<file path="src/rtl/riscv_pkg.sv">
// Shared RV32I core types: ALU operation encoding used by decode, EX and the ALU.
package riscv_pkg;

    typedef enum logic [3:0] {
        ALU_ADD  = 4'd0,
        ALU_SUB  = 4'd1,
        ALU_SLL  = 4'd2,
        ALU_SLT  = 4'd3,
        ALU_SLTU = 4'd4,
        ALU_XOR  = 4'd5,
        ALU_SRL  = 4'd6,
        ALU_SRA  = 4'd7,
        ALU_OR   = 4'd8,
        ALU_AND  = 4'd9
    } alu_ops_t;

endpackage

</file>
<file path="src/rtl/id_ex_stage.sv">
// ID/EX pipeline register plus EX operand front-end: MEM/WB forwarding, operand
// selection for the ALU and load-use bubble insertion.
module id_ex_stage
    import riscv_pkg::*;
#(
    parameter int unsigned XLEN   = 32,
    parameter bit          FWD_EN = 1'b1
) (
    input  logic            clk,
    input  logic            rst_n,

    input  logic            id_valid,
    input  logic [XLEN-1:0] id_pc,
    input  logic [4:0]      id_rs1_addr,
    input  logic [4:0]      id_rs2_addr,
    input  logic [XLEN-1:0] id_rs1_data,
    input  logic [XLEN-1:0] id_rs2_data,
    input  logic [4:0]      id_rd_addr,
    input  logic [XLEN-1:0] id_imm,
    input  alu_ops_t        id_alu_ctrl,
    input  logic            id_use_imm,
    input  logic            id_use_pc,
    input  logic            id_reg_write,
    input  logic            id_mem_read,
    input  logic            id_mem_write,

    input  logic            stall,
    input  logic            flush,

    input  logic            mem_reg_write,
    input  logic [4:0]      mem_rd_addr,
    input  logic [XLEN-1:0] mem_result,
    input  logic            wb_reg_write,
    input  logic [4:0]      wb_rd_addr,
    input  logic [XLEN-1:0] wb_result,

    output logic [XLEN-1:0] alu_a,
    output logic [XLEN-1:0] alu_b,
    output alu_ops_t        alu_ctrl,
    output logic            ex_valid,
    output logic [XLEN-1:0] ex_pc,
    output logic [4:0]      ex_rd_addr,
    output logic            ex_reg_write,
    output logic            ex_mem_read,
    output logic            ex_mem_write,
    output logic [XLEN-1:0] ex_store_data,
    output logic            load_use_hazard
);

    typedef struct packed {
        logic            valid;
        logic [XLEN-1:0] pc;
        logic [4:0]      rs1_addr;
        logic [4:0]      rs2_addr;
        logic [XLEN-1:0] rs1_data;
        logic [XLEN-1:0] rs2_data;
        logic [4:0]      rd_addr;
        logic [XLEN-1:0] imm;
        alu_ops_t        alu_ctrl;
        logic            use_imm;
        logic            use_pc;
        logic            reg_write;
        logic            mem_read;
        logic            mem_write;
    } ex_regs_t;

    ex_regs_t ex_q, ex_d;
    ex_regs_t bubble;
    ex_regs_t captured;

    logic [XLEN-1:0] fwd_rs1;
    logic [XLEN-1:0] fwd_rs2;

    // Hazard looks only at the EX load and the ID sources; upstream stalls IF/ID on it.
    always_comb begin
        load_use_hazard = ex_q.valid && ex_q.mem_read && (ex_q.rd_addr != 5'd0) && id_valid &&
                          ((ex_q.rd_addr == id_rs1_addr) || (ex_q.rd_addr == id_rs2_addr));
    end

    // A bubble is the reset image: every field zero, which also zeroes the operands.
    always_comb begin
        bubble          = '0;
        bubble.alu_ctrl = ALU_ADD;
    end

    always_comb begin
        captured.valid     = id_valid;
        captured.pc        = id_pc;
        captured.rs1_addr  = id_rs1_addr;
        captured.rs2_addr  = id_rs2_addr;
        captured.rs1_data  = id_rs1_data;
        captured.rs2_data  = id_rs2_data;
        captured.rd_addr   = id_rd_addr;
        captured.imm       = id_imm;
        captured.alu_ctrl  = id_alu_ctrl;
        captured.use_imm   = id_use_imm;
        captured.use_pc    = id_use_pc;
        captured.reg_write = id_reg_write;
        captured.mem_read  = id_mem_read;
        captured.mem_write = id_mem_write;
    end

    // flush > stall > load-use bubble > load
    always_comb begin
        ex_d = ex_q;
        if (flush) begin
            ex_d = bubble;
        end else if (stall) begin
            ex_d = ex_q;
        end else if (load_use_hazard) begin
            ex_d = bubble;
        end else begin
            ex_d = captured;
        end
    end

    always_ff @(posedge clk or negedge rst_n) begin
        if (!rst_n) begin
            ex_q <= bubble;
        end else begin
            ex_q <= ex_d;
        end
    end

    // MEM is younger than WB, so it wins on a double hit; x0 is never forwarded.
    always_comb begin
        fwd_rs1 = ex_q.rs1_data;
        fwd_rs2 = ex_q.rs2_data;
        if (FWD_EN) begin
            if (mem_reg_write && (mem_rd_addr != 5'd0) && (mem_rd_addr == ex_q.rs1_addr)) begin
                fwd_rs1 = mem_result;
            end else if (wb_reg_write && (wb_rd_addr != 5'd0) &&
                         (wb_rd_addr == ex_q.rs1_addr)) begin
                fwd_rs1 = wb_result;
            end
            if (mem_reg_write && (mem_rd_addr != 5'd0) && (mem_rd_addr == ex_q.rs2_addr)) begin
                fwd_rs2 = mem_result;
            end else if (wb_reg_write && (wb_rd_addr != 5'd0) &&
                         (wb_rd_addr == ex_q.rs2_addr)) begin
                fwd_rs2 = wb_result;
            end
        end
    end

    always_comb begin
        alu_a         = ex_q.use_pc  ? ex_q.pc  : fwd_rs1;
        alu_b         = ex_q.use_imm ? ex_q.imm : fwd_rs2;
        ex_store_data = fwd_rs2;
        alu_ctrl      = ex_q.alu_ctrl;
        ex_valid      = ex_q.valid;
        ex_pc         = ex_q.pc;
        ex_rd_addr    = ex_q.rd_addr;
        ex_reg_write  = ex_q.valid && ex_q.reg_write;
        ex_mem_read   = ex_q.valid && ex_q.mem_read;
        ex_mem_write  = ex_q.valid && ex_q.mem_write;
    end

endmodule

</file>
<file path="config.mk">
export PLATFORM = sky130hd
export DESIGN_NAME = id_ex_stage
export DESIGN_NICKNAME = d
export VERILOG_FILES = /design/src/rtl/riscv_pkg.sv /design/src/rtl/id_ex_stage.sv
export SDC_FILE = /design/constraint.sdc
export NUM_CORES = 1
export LEC_CHECK = 0
export BUFFER_PORTS_ARGS = -buffer_cell sky130_fd_sc_hd__buf_2
export CAP_MARGIN = 20
export CORE_UTILIZATION = 40
export CTS_CLUSTER_DIAMETER = 30
export DETAILED_ROUTE_END_ITERATION = 7
export PLACE_DENSITY = 0.67
export SLEW_MARGIN = 20
export SYNTH_ARGS = -nofsm -noshare
export SYNTH_HDL_FRONTEND = slang
export SYNTH_SLANG_ARGS = --single-unit
</file>
<file path="constraint.sdc">
create_clock -name clk -period 3.5 [get_ports clk]
set_input_delay 0.175 -clock clk [delete_from_list [all_inputs] [get_ports clk]]
set_output_delay 0.175 -clock clk [all_outputs]
set_load 0.01 [all_outputs]
</file>
==> run_results.csv, run 1 <==
group,metric,value,unit
status,outcome,"completed",
synthesis,mappedNetlistNets,1122,
cts,clk_pin_slew_worst_paths,70,ps
timing,finalMaxSlewViolations,0,
place,portBuffers,374,
synthesis,ys_ff_latch,153,
floorplanning,row_cnt,52,
timing,timing.setup.tns,0,ps
setup_path,crit_chain,"xor2_1, nor3_2, nand3_2, buf_4, a221oi_1, o31ai_1, buf_2",
timing,postLayoutSetupSlackWorst,355,ps
cts,cts-root-to-sink-buffers,2,
route,drc_errors,0,
layout,ff_latch_area,3830,um2
route,ant_nets,0,
setup_path,critical_path_class,"flop to output port",
route,routed_wl,33000,um
timing,worst_slack_on_hold_paths,17.7,ps
place,place_area,10300,um2
layout,multi_input_comb_area,4020,um2
timing,tightest_slew,921,ps
place,detailedPlace.worstSlack,742,ps
place,detailed_place_hpwl,21900,um
timing,finalHoldViolCount,0,
cts,clockRootBuffer,"sky130_fd_sc_hd__clkbuf_16",
synthesis,netlist_instances,889,
timing,timing.clock.skew,16.5,ps
setup_path,worst-path-max-fanout,25,
power,power.clock.fraction,38.4,%
grt,grt_overflow,0,
floorplanning,full_die_area,21700,um2
synthesis,synth-warning-count,0,
timing,period_share,89.8,%
floorplanning,initial_core_util,41.3,%
power,share_seq_of_total_power,40.7,%
setup_path,critPathArrivalTime,2970,ps
layout,area_growth,46.5,%
timing,rsz_0062_raised_after_global_routing,"no",
setup_path,start_kind,"flop",
setup_path,critical-path-top-delay-family,"simple AND/OR/NAND/NOR gates",
route,dr_total_vias,9236,
synthesis,synth_area,8440,um2
power,net_switching,1.42,mW
timing,setup-violations-final,0,
synthesis,synth-async-reset-ratio,100,%
route,detail_route.first_pass.iterations,6,
cts,cts_tree,"done",
cts,cts_setup_buffers,0,
synthesis,synth_area_leaders,"sky130_fd_sc_hd__dfrtp_1, sky130_fd_sc_hd__a22o_1, sky130_fd_sc_hd__a221oi_1",
cts,clock_tree.htree_level_count,4,
floorplanning,io_pins,375,
layout,num-nets-final,1556,
setup_path,timing.critical_path.slowest_cell_delay,550,ps
route,via_per_inst,5.75,
layout,filler_cell_count,1746,
grt,grt_pass1_wl,50500,um
synthesis,number_of_enable_type_register_cells_in_the_synthesized_netlist,0,
layout,post-route-util,60.5,%
timing,clock.fmax,318,MHz
grt,globalRouteTotalUtil,30.3,%
power,leakage,6.26,nW
layout,postLayoutCellArea,12400,um2
grt,number_of_antenna_violations_at_the_first_check_in_global_routing,0,
grt,grt_start_max_net_pins,89,
synthesis,yosys_most_used_dff,"sky130_fd_sc_hd__dfrtp_1",
floorplanning,die_x,147,um
layout,final_layout_size_suffix_gt1_share,33.2,%
route,drt-wirelength-per-cell,20.5,um
setup_path,critical_path_required,3320,ps
cts,cts.sink_count,153,
synthesis,synth.avg_cell_area,9.49,um2
synthesis,netlist.area_leader.share,45.4,%
floorplanning,dieHeight,147,um
power,p_int,3.41,mW
setup_path,endpoint_kind,"output port",
synthesis,synthDominantAreaCellType,"sky130_fd_sc_hd__dfrtp_1",
synthesis,synth_seq_area_share,45.4,%
timing,max_slew_margin,38.6,%
cts,cts_inserted_buffers,17,
flow_run,maximum_capacitance_violations,0,
power,combinationalPowerShare,21.0,%
power,p_sw_share,29.5,%
setup_path,worst_path_max_delay_cell,"sky130_fd_sc_hd__nand3_2",
timing,min_tclk_post_route,3140,ps
route,drt_first_iter_violations,570,
place,globalplace.congestion,0.878,
cts,clock_network_latency_to_the_later_pin_of_the_worst_skew_pair,430,ps
grt,grt_pass1_vias,9195,
synthesis,synthDistinctLibCells,29,
cts,cts_resized,0,
setup_path,critical_path.n_buffers_inverters,2,
min_path,holdCritPathClass,"input port to flop",
floorplanning,floorplan.core_area,20400,um2
power,max-vdd-ir-drop,0.000306,V
power,p_per_area,391,nW/um2
[sequential cells by signal (all words and copies together), names as in the netlist]
signal      count
ex_rd_addr      5
ex_q          111
ex_pc          32
ex_valid        1
alu_ctrl        4
[cells by family after synthesis]
family,count (synthesis),synth area share [%]
compound gates,287,29.0
simple gates,289,15.0
flops,153,45.4
xor+xnor,26,2.70
buf+inv,134,7.93
[worst register-to-register path, cell delays in order, from the launching register on]
cell and delay, ps:
sky130_fd_sc_hd__dfrtp_1 450, sky130_fd_sc_hd__or4_1 540, sky130_fd_sc_hd__o211a_1 260, sky130_fd_sc_hd__a211oi_4 460
sky130_fd_sc_hd__buf_12 360, sky130_fd_sc_hd__a22o_1 280
[what timing repair did]
item / CTS / global route
hold endpoints to repair: 212 / 0
endpoints found under the setup margin: 0 / 0
hold buffers: 148 / 0
[cells in the mapped netlist, types with 7 or more instances]
library cell and instances:
sky130_fd_sc_hd__a22o_1 153, sky130_fd_sc_hd__dfrtp_1 153, sky130_fd_sc_hd__nor2_1 131, sky130_fd_sc_hd__clkbuf_1 83
sky130_fd_sc_hd__nand2_1 68, sky130_fd_sc_hd__a221oi_1 64, sky130_fd_sc_hd__o31ai_1 64, sky130_fd_sc_hd__buf_4 42
sky130_fd_sc_hd__nand3_1 35, sky130_fd_sc_hd__and3_1 32, sky130_fd_sc_hd__xnor2_1 21, sky130_fd_sc_hd__buf_2 7
[layout by cell type, fill, tap and decap left out, drive strengths merged]
cell type	synthesis	final
buf	49	399
a22o	153	153
dfrtp	153	153
dlygate4sd3	0	148
nor2	131	131
nand2	68	68
a221oi	64	64
o31ai	64	64
nand3	35	35
and3	32	32
xnor2	21	21
clkbuf	83	21
inv	2	6
xor2	5	5
and2	5	5
nor2b	4	4
clkinv	0	4
nand2b	3	3
nor3	3	3
or4	2	2
nand4	2	2
or3	2	2
clkinvlp	0	2
diode	0	1
o2111ai	1	1
a2111o	1	1
nor4	1	1
a21boi	1	1
nand4bb	1	1
o22ai	1	1
o211a	1	1
a211oi	1	1
bufinv	0	1
[power by group through the flow]
| stage | logic, mW | clock network (mW) | registers [mW] |
|---|---|---|---|
| after floorplan | 0.491 | 0 | 1.95 |
| after global placement | 0.863 | 0 | 1.99 |
| after detailed placement | 0.868 | 0 | 1.99 |
| after CTS | 1.00 | 1.88 | 1.96 |
| after global routing | 1.09 | 1.96 | 1.98 |
| final | 1.01 | 1.85 | 1.96 |
[metrics by stage]
step	cells	power [mW]
2_1_floorplan	889	2.44
3_3_place_gp	1425	2.85
3_5_place_dp	1426	2.86
4_1_cts	1606	4.85
5_1_grt	1606	5.03
6_report	1607	4.83
[worst paths after layout]
kind	from	end	slack, ps	depth (start not counted)
max in group asynchronous	rst_n	ex_q[3]$_DFFE_PN0P_	2250	3
min	id_rs1_addr[4]	ex_q[119]$_DFFE_PN0P_	20	2
min in group asynchronous	rst_n	ex_q[24]$_DFFE_PN0P_	310	2
min reg2reg	ex_q[2]$_DFFE_PN0P_	ex_q[2]$_DFFE_PN0P_	500	1
max reg2reg	ex_rd_addr[1]$_DFFE_PN0P_	ex_q[58]$_DFFE_PN0P_	1070	5
max	ex_q[117]$_DFFE_PN0P_	alu_a[13]	360	7
[final cells by class]
type                            instances  area share (%)
Clock buffer                           21            3.80
Clock inverter                         11           0.901
Inverter                                2          0.0607
Multi-Input combinational cell        602            32.5
Antenna cell                            1          0.0202
Tap cell                              270            2.73
Sequential cell                       153            31.0
Timing Repair Buffer                  547            29.0
[metal layers]
metal	up-vias	global-route usage, %	share of wire [%]
li1	4159	-	-
met1	4507	39.0	41
met2	490	49.5	48
met3	80	4.81	6.9
met4	0	14.6	3.6
met5	-	0	0
Power figures use the tool's default switching activity.
==> inputs of run 2 (changes only) <==
--- a/config.mk
+++ b/config.mk
@@ -8,6 +8,7 @@
 export BUFFER_PORTS_ARGS = -buffer_cell sky130_fd_sc_hd__buf_2
 export CAP_MARGIN = 20
 export CORE_UTILIZATION = 40
+export CTS_BUF_LIST = sky130_fd_sc_hd__clkbuf_4
 export CTS_CLUSTER_DIAMETER = 30
 export DETAILED_ROUTE_END_ITERATION = 7
 export PLACE_DENSITY = 0.67
==> run 2 against run 1 <==
- clock skew increased by 16 ps
- non-clock buffer count increased by 9
- sequential power about the same
- largest cell class unchanged
- largest power group unchanged
- highest routed layer unchanged
==> run_results.csv, run 2 (synthesized netlist as in run 1, its figures left out) <==
group,metric,value,unit
status,outcome,"completed",
timing,setup-violations-final,0,
route,drc_errors,0,
timing,period_share,90.9,%
timing,finalHoldViolCount,0,
layout,area_growth,43.8,%
grt,grt_overflow,0,
grt,grt_start_max_net_pins,89,
setup_path,worst-path-max-fanout,17,
timing,clock.fmax,314,MHz
floorplanning,initial_core_util,41.3,%
power,max-vdd-ir-drop,0.000206,V
cts,cts_inserted_buffers,17,
floorplanning,row_cnt,52,
place,detailed_place_hpwl,21900,um
flow_run,maximum_capacitance_violations,0,
power,p_per_area,334,nW/um2
cts,clockRootBuffer,"sky130_fd_sc_hd__clkbuf_4",
timing,worst_slack_on_hold_paths,167,ps
setup_path,crit_chain,"xnor2_1, nand4_1, nor3_4, buf_4, a221oi_1, o31ai_1, buf_2",
route,via_per_inst,5.67,
setup_path,critical_path_required,3320,ps
layout,num-nets-final,1565,
setup_path,critical_path_class,"flop to output port",
place,globalplace.congestion,0.878,
min_path,holdCritPathClass,"input port to async pin",
layout,final_layout_size_suffix_gt1_share,32.9,%
cts,clock_network_latency_to_the_later_pin_of_the_worst_skew_pair,560,ps
route,dr_total_vias,9175,
timing,max_slew_margin,39.1,%
grt,number_of_antenna_violations_at_the_first_check_in_global_routing,1,
route,detail_route.first_pass.iterations,7,
route,drt_first_iter_violations,577,
cts,cts.sink_count,153,
layout,largest_register,"ex_q",
setup_path,timing.critical_path.slowest_cell_delay,620,ps
place,dp_cells,1426,
floorplanning,full_die_area,21700,um2
timing,timing.setup.tns,0,ps
layout,layout.cells.most_common,"sky130_fd_sc_hd__buf_2",
setup_path,worstSetupStartpoint,"ex_q[116]$_DFFE_PN0P_",
timing,rsz_0062_raised_after_global_routing,"no",
grt,grt_pass1_wl,50500,um
power,leakage,6.16,nW
cts,clock_tree.htree_level_count,4,
setup_path,start_kind,"flop",
floorplanning,floorplan.core_area,20400,um2
floorplanning,io_pins,375,
cts,cts-root-to-sink-buffers,2,
place,portBuffers,374,
timing,tightest_slew,914,ps
layout,final_cell_mix,"sky130_fd_sc_hd__buf_2, sky130_fd_sc_hd__dlygate4sd3_1, sky130_fd_sc_hd__a22o_1",
layout,final-instance-count-excl-fill,1617,
setup_path,worst_path_max_delay_cell,"sky130_fd_sc_hd__nor3_4",
timing,min_tclk_post_route,3180,ps
route,routed_wl,32900,um
floorplanning,dieHeight,147,um
grt,globalRouteTotalUtil,30.1,%
timing,finalMaxSlewViolations,0,
cts,clk_pin_slew_worst_paths,150,ps
route,ant_nets,0,
grt,grt_pass1_vias,9213,
setup_path,critPathArrivalTime,3010,ps
setup_path,r2r-start,"ex_rd_addr[1]$_DFFE_PN0P_",
timing,timing.clock.skew,32.1,ps
cts,cts_setup_buffers,0,
floorplanning,die_x,147,um
cts,cts_tree,"done",
route,drt-wirelength-per-cell,20.3,um
setup_path,endpoint_kind,"output port",
layout,flip_flop_count_of_the_largest_register_after_layout,111,
==> run 2: changes by cell type in the layout (fill, tap and decap cells not counted), sizes merged <==
cell / before / now
diode: 1 / 2
clkinv: 4 / 7
dlygate4sd3: 148 / 157
clkbuf: 21 / 18
==> run 2: worst max-delay path: cells and delay by family, from the launching register on <==
kind	cells	cell delay, ps
compound gates	2	420
xor+xnor	1	170
buf+inv	2	570
flops	1	450
simple gates	2	820
==> run 2: path summary, 6_finish.rpt <==
kind                                           endpoint  slack, ps  cells after the start
min in group clk                  ex_q[117]$_DFFE_PN0P_        180                      4
max in group asynchronous           ex_q[3]$_DFFE_PN0P_       2390                      3
worst max register to register  alu_ctrl[1]$_DFFE_PN0P_        950                      5
worst min-delay path               ex_q[24]$_DFFE_PN0P_        170                      2
worst min register to register      ex_q[2]$_DFFE_PN0P_        520                      1
worst max-delay path                          alu_a[13]        320                      7
==> run 2: timing repair <==
| item | CTS | global route |
|---|---|---|
| hold buffers | 157 | 0 |
| hold endpoints to repair | 218 | 0 |
| endpoints found under the setup margin | 0 | 1 |
| resized for setup | 0 | 1 |
==> run 2: power by group <==
group	total (mW)	internal (mW)	switching, mW
Sequential	1.96	1.87	0.0966
Clock	1.07	0.364	0.705
Combinational	1.02	0.498	0.521
Total	4.05	2.73	1.32
==> run 2: area by class of cell <==
cell class / count / area (um2)
Sequential cell: 153 / 3830
Antenna cell: 2 / 5.00
Fill cell: 1768 / 8290
Timing Repair Buffer: 556 / 3670
Clock inverter: 14 / 123
Clock buffer: 18 / 135
Tap cell: 270 / 338
Inverter: 2 / 7.51
Multi-Input combinational cell: 602 / 4020
==> run 2: metrics by stage <==
stage          setup WS, ps  util [%]  power [mW]  area [um2]
2_1_floorplan          1410         -        2.44        8440
3_3_place_gp            682      50.3        2.85       10300
3_5_place_dp            742      50.4        2.86       10300
4_1_cts                96.2      59.4        4.07       12100
5_1_grt                85.5      59.4        4.25       12100
6_report                317      59.4        4.05       12100
==> run 2: routing by layer <==
metal | track usage [%] | up-vias | share of wire, %
met5 | 0 | - | 0
met4 | 11.8 | 0 | 3.1
met3 | 5.37 | 67 | 6.8
met2 | 50.4 | 466 | 49
met1 | 38.6 | 4456 | 41
li1 | - | 4186 | -
